===== src/rtl/seg_scan_mux.sv =====
// Scan driver for an eight-digit seven-segment display: frame snapshot,
// programmable digit rate, leading-zero/blank/DP handling, registered outputs.
module seg_scan_mux #(
  parameter int TICK_DIV = 100000
) (
  input  logic        clk,
  input  logic        reset,
  input  logic        enable,
  input  logic [31:0] digits,
  input  logic [7:0]  dp_mask,
  input  logic [7:0]  blank_mask,
  input  logic        lz_en,
  output logic [7:0]  anode,
  output logic [3:0]  display_bcd,
  output logic        dp_n,
  output logic        frame_done
);

  localparam int PW = (TICK_DIV > 2) ? $clog2(TICK_DIV) : 1;
  localparam logic [PW-1:0] PRESC_MAX = PW'(TICK_DIV - 1);

  logic [PW-1:0] presc;
  logic [2:0]    idx;
  logic [31:0]   snap;
  logic [7:0]    dp_snap;
  logic [7:0]    blk_snap;
  logic          lz_snap;

  logic          tick;
  logic          wrap;
  logic [2:0]    idx_nxt;
  logic [31:0]   snap_nxt;
  logic [7:0]    dp_nxt;
  logic [7:0]    blk_nxt;
  logic          lz_nxt;
  logic [7:0]    nz_above;
  logic          slot_dark;

  assign tick     = (presc == PRESC_MAX) && enable;
  assign wrap     = tick && (idx == 3'd7);
  assign idx_nxt  = tick ? idx + 3'd1 : idx;
  // Outputs on the wrap edge must reflect the frame being loaded, not the old one.
  assign snap_nxt = wrap ? digits     : snap;
  assign dp_nxt   = wrap ? dp_mask    : dp_snap;
  assign blk_nxt  = wrap ? blank_mask : blk_snap;
  assign lz_nxt   = wrap ? lz_en      : lz_snap;

  // nz_above[i] is set when any nibble at position i or higher is non-zero.
  always_comb begin
    // NOTE: every always_comb output gets a default first so no latch is inferred.
    logic acc;
    acc      = 1'b0;
    nz_above = '0;
    for (int i = 7; i >= 0; i--) begin
      acc         = acc | (snap_nxt[4*i +: 4] != 4'd0);
      nz_above[i] = acc;
    end
  end

  assign slot_dark = blk_nxt[idx_nxt] ||
                     (lz_nxt && (idx_nxt != 3'd0) && !nz_above[idx_nxt]);

  // NOTE: sequential state uses non-blocking assignments so all registers
  // update from the same pre-edge values.
  always_ff @(posedge clk or posedge reset) begin
    if (reset) begin
      presc    <= '0;
      idx      <= 3'd7;
      snap     <= '0;
      dp_snap  <= '0;
      blk_snap <= '0;
      lz_snap  <= 1'b0;
    end else begin
      if (enable) presc <= tick ? '0 : presc + 1'b1;
      idx      <= idx_nxt;
      snap     <= snap_nxt;
      dp_snap  <= dp_nxt;
      blk_snap <= blk_nxt;
      lz_snap  <= lz_nxt;
    end
  end

  always_ff @(posedge clk or posedge reset) begin
    if (reset) begin
      anode       <= 8'hFF;
      display_bcd <= 4'hF;
      dp_n        <= 1'b1;
      frame_done  <= 1'b0;
    end else begin
      frame_done <= wrap;
      if (!enable || (tick && slot_dark)) begin
        anode       <= 8'hFF;
        display_bcd <= 4'hF;
        dp_n        <= 1'b1;
      end else if (tick) begin
        anode       <= ~(8'b1 << idx_nxt);
        display_bcd <= snap_nxt[4*idx_nxt +: 4];
        dp_n        <= ~dp_nxt[idx_nxt];
      end
    end
  end

endmodule


===== config.mk =====
export PLATFORM = sky130hd
export DESIGN_NAME = seg_scan_mux
export DESIGN_NICKNAME = d
export VERILOG_FILES = /design/src/rtl/seg_scan_mux.sv
export SDC_FILE = /design/constraint.sdc
export NUM_CORES = 1
export LEC_CHECK = 0
export BUFFER_PORTS_ARGS = -buffer_cell sky130_fd_sc_hd__buf_4
export CAP_MARGIN = 20
export CORE_ASPECT_RATIO = 2
export CORE_MARGIN = 2
export CORE_UTILIZATION = 57
export CTS_CLUSTER_DIAMETER = 100
export DETAILED_ROUTE_END_ITERATION = 7
export HOLD_SLACK_MARGIN = 0.03
export PLACE_DENSITY = 0.8
export SKIP_LAST_GASP = 1
export SLEW_MARGIN = 10
export SYNTH_ARGS = -nofsm -noshare
export SYNTH_HDL_FRONTEND = slang
export SYNTH_SLANG_ARGS = --single-unit

===== constraint.sdc =====
create_clock -name clk -period 3.6 [get_ports clk]
set_clock_uncertainty 0.1 [all_clocks]
set_input_delay 0.36 -clock clk [delete_from_list [all_inputs] [get_ports clk]]
set_output_delay 0.36 -clock clk [all_outputs]
set_load 0.02 [all_outputs]

==> results_tabular.tex <==
\begin{tabular}{lr}
\hline
Metric & Value \\
\hline
\multicolumn{2}{l}{\textbf{Detailed routing}} \\
DRT antenna net count & 0 \\
Routed len/inst & 21.26 microns \\
Remaining routing DRC violations & 0 \\
Total number of vias & 3,473 \\
DR vias/cell & 6.269 \\
First-iteration detailed-routing DRC count & 281 \\
Number of iterations in the first detailed-routing pass & 4 \\
Post-Route WL & 11,780 microns \\
\multicolumn{2}{l}{\textbf{Final layout}} \\
Final non-filler cell area & 5259 sq um \\
Signed area change from the synthesized netlist to the final layout & 22.07\% \\
Fraction of layout cells with a size suffix above 1 & 0.3593 \\
Total number of nets in the final design & 512 \\
N\_diodes & 0 \\
\multicolumn{2}{l}{\textbf{STA}} \\
Number of setup violations in the final report & 0 \\
Max Slew Vio Count & 0 \\
Worst relative slew slack & 0.5112 \\
Final period utilization & 0.8893 \\
Final count of hold timing violations & 0 \\
Maximum frequency from static timing analysis & 312.3 MHz \\
Worst-margin pin slew & 0.7332 ns \\
RSZ-0062 raised after global routing & no \\
Setup TNS after final layout & 0 ns \\
Min Tclk post-route & 3.202 ns \\
Min Hold Slack & 0.01681 ns \\
\multicolumn{2}{l}{\textbf{Clock tree}} \\
Reg clk slew, reported paths & 0.06 ns \\
Number of buffers created by CTS & 9 \\
Number of resized instances in the post-cts repair step & 0 \\
Clock Sinks & 83 \\
Hold-fix buffers at CTS & 0 \\
CTS root buf & sky130\_fd\_sc\_hd\_\_clkbuf\_16 \\
Clock tree from TritonCTS & yes \\
Postcts setup bufs & 0 \\
H-tree Lvls & 3 \\
Clock Tree Buf Depth & 2 \\
Clock network latency to the later pin of the worst-skew pair & 0.35 ns \\
\multicolumn{2}{l}{\textbf{Synth}} \\
Post-synthesis sequential area ratio & 0.4868 \\
Post-synth top area cell & sky130\_fd\_sc\_hd\_\_dfrtp\_1 \\
Ys flop type & sky130\_fd\_sc\_hd\_\_dfrtp\_1 \\
Total standard cell area after synthesis & 4308 sq um \\
Post-synth EDFFs & 0 \\
Yosys reg bits & 83 \\
Post-Synthesis Mean Instance Area & 11.10 sq um \\
Synthesized netlist net count & 443 \\
Area share of the leading cell type in the synthesized netlist & 0.3892 \\
Ranking of synthesized cells by area & sky130\_fd\_sc\_hd\_\_dfrtp\_1 (39\%), sky130\_fd\_sc\_hd\_\_mux2\_2 (9.9\%), sky130\_fd\_sc\_hd\_\_dfstp\_2 (9.8\%) \\
Number of unique standard cell types used by synthesis & 62 \\
Number of cells produced by synthesis & 388 \\
Fraction of registers with async set or reset after synthesis & 1.000 \\
YS warnings & 0 \\
\multicolumn{2}{l}{\textbf{Global route}} \\
Global-route wire length before repair & 18,900 microns \\
Antenna violations before repair & 0 \\
Residual overflow from global routing & 0 \\
Maximum number of pins on one net before global-route repair & 44 \\
Vias in the first global route & 3,762 \\
GRT Total Usage & 0.3083 \\
\multicolumn{2}{l}{\textbf{Setup path}} \\
CP startpoint kind & flip-flop \\
Critical path capture point type & flip-flop \\
Data arrival time at the worst-slack endpoint & 3.34 ns \\
Crit path required time & 3.74 ns \\
Worst-path fanout max & 14 \\
Worst setup path class & flip-flop to flip-flop \\
\multicolumn{2}{l}{\textbf{Flow run}} \\
Number of max-cap violations & 0 \\
\multicolumn{2}{l}{\textbf{Floorplan}} \\
Floorplan die area & 8311 sq um \\
Horizontal die dimension & 65.47 microns \\
Initial Utilization & 0.5928 \\
Die outline height & 126.9 microns \\
Num ports & 66 \\
\# rows & 44 \\
Standard cell core area & 7267 sq um \\
\multicolumn{2}{l}{\textbf{Power}} \\
Leak Pwr & 2.558 nW \\
Power density over the cells & 437.7 nW/um\^{}2 \\
Worst VDD drop & 0.4019 mV \\
\multicolumn{2}{l}{\textbf{Min path}} \\
Hold crit path type & input pin to async pin \\
\multicolumn{2}{l}{\textbf{Placed design}} \\
GP Congestion & 0.9751 \\
Cell area after placement & 4895 sq um \\
DP Wirelength & 8776 microns \\
PortBufs & 65 \\
\multicolumn{2}{l}{\textbf{Outcome}} \\
Status & completed \\
\hline
\end{tabular}
==> critical path, stage by stage, from the launching register on <==
cell                      delay (ns)
sky130_fd_sc_hd__dfrtp_1        0.42
sky130_fd_sc_hd__nor3b_1        0.37
sky130_fd_sc_hd__nand4_2        0.35
sky130_fd_sc_hd__o21ai_0        0.31
sky130_fd_sc_hd__and2_1         0.43
sky130_fd_sc_hd__inv_4          0.15
sky130_fd_sc_hd__mux2i_1        0.18
sky130_fd_sc_hd__a21oi_1        0.10
sky130_fd_sc_hd__o21ai_2        0.49
sky130_fd_sc_hd__a41oi_1        0.19
==> cell usage after synthesis, types with 6 or more instances <==
| master | count |
|---|---|
| sky130_fd_sc_hd__nand3_1 | 14 |
| sky130_fd_sc_hd__and2_1 | 6 |
| sky130_fd_sc_hd__xnor2_1 | 8 |
| sky130_fd_sc_hd__a221oi_1 | 6 |
| sky130_fd_sc_hd__inv_1 | 13 |
| sky130_fd_sc_hd__o21ai_0 | 18 |
| sky130_fd_sc_hd__and3_1 | 6 |
| sky130_fd_sc_hd__nor2_1 | 24 |
| sky130_fd_sc_hd__mux2_2 | 38 |
| sky130_fd_sc_hd__nor4_1 | 11 |
| sky130_fd_sc_hd__a21oi_1 | 6 |
| sky130_fd_sc_hd__dfrtp_1 | 67 |
| sky130_fd_sc_hd__nand2_1 | 32 |
| sky130_fd_sc_hd__a41oi_1 | 6 |
| sky130_fd_sc_hd__or4_1 | 6 |
| sky130_fd_sc_hd__mux2i_1 | 16 |
| sky130_fd_sc_hd__dfstp_2 | 16 |
| sky130_fd_sc_hd__xor2_1 | 7 |
==> area by class of cell <==
type,count,area (sq um)
timing repair buffer,74,580.6
clock buffer,9,225.2
fill,542,2008
clock inverter,7,138.9
sequential,83,2097
tap,92,115.1
inverter,15,60.06
multi-input combinational,274,2042
==> worst paths after layout <==
kind | end | slack [ns] | cells past startpoint | start
setup / recovery | anode[5] | 0.40 | 9 | presc[13]
max in group asynchronous | idx[0] | 2.67 | 3 | reset
hold reg to reg | lz_snap | 0.38 | 2 | lz_snap
setup reg to reg | anode[5] | 0.40 | 9 | presc[13]
min in group clk | lz_snap | 0.12 | 3 | lz_en
hold / removal | snap[8] | 0.02 | 2 | reset
==> registers in the layout, indices dropped and copies added (netlist names) <==
| signal | flops |
|---|---|
| lz_snap | 1 |
| dp_n | 1 |
| idx | 3 |
| dp_snap | 8 |
| anode | 8 |
| snap | 32 |
| display_bcd | 4 |
| presc | 17 |
| blk_snap | 8 |
| frame_done | 1 |
==> kinds of logic after synthesis <==
kind of cell / count (synthesis) / synth area share
and+or+nand+nor: 126 / 0.1612
AOI/OAI and AO/OA: 74 / 0.1319
DFF: 83 / 0.4868
xor gates and xnor gates: 15 / 0.03050
muxes: 56 / 0.1417
adders and majority gates: 3 / 0.008714
buffers and inverters: 31 / 0.03921
==> where the power goes <==
part           switching (mW)  internal (mW)
sequential             0.0438          0.970
clock                   0.377          0.747
combinational          0.0827         0.0812
==> stage by stage <==
| stage | cells | power, mW | utilization | worst slack, ns |
|---|---|---|---|---|
| 2_1_floorplan | 388 | 1.109 | - | 0.9517 |
| 3_3_place_gp | 538 | 1.185 | 0.6736 | 0.4987 |
| 3_5_place_dp | 538 | 1.192 | 0.6736 | 0.4136 |
| 4_1_cts | 554 | 2.309 | 0.7237 | 0.4047 |
| 5_1_grt | 554 | 2.369 | 0.7237 | 0.06137 |
| 6_report | 554 | 2.302 | 0.7237 | 0.3984 |
==> metal layers <==
layer / vias to the layer above / track usage / wire length (microns) / part of all wire
met4: 0 / 0.1973 / 738 / 0.063
met2: 120 / 0.5564 / 6469 / 0.55
met5: - / 0 / 0 / 0
li1: 1570 / - / - / -
met1: 1735 / 0.3131 / 4092 / 0.35
met3: 48 / 0.05674 / 476 / 0.040
==> layout by cell type (no fill, tap or decap), types with 7 or more instances in the layout <==
master	netlist	layout
sky130_fd_sc_hd__inv_1	13	12
sky130_fd_sc_hd__xor2_1	7	7
sky130_fd_sc_hd__dfstp_2	16	16
sky130_fd_sc_hd__buf_4	2	72
sky130_fd_sc_hd__nor2_1	24	24
sky130_fd_sc_hd__mux2i_1	16	16
sky130_fd_sc_hd__xnor2_1	8	8
sky130_fd_sc_hd__mux2_2	38	38
sky130_fd_sc_hd__clkbuf_16	0	9
sky130_fd_sc_hd__nor4_1	11	11
sky130_fd_sc_hd__nand2_1	32	32
sky130_fd_sc_hd__dfrtp_1	67	67
sky130_fd_sc_hd__nand3_1	14	14
sky130_fd_sc_hd__o21ai_0	18	17
No activity file was read; power rests on OpenSTA's default activity.
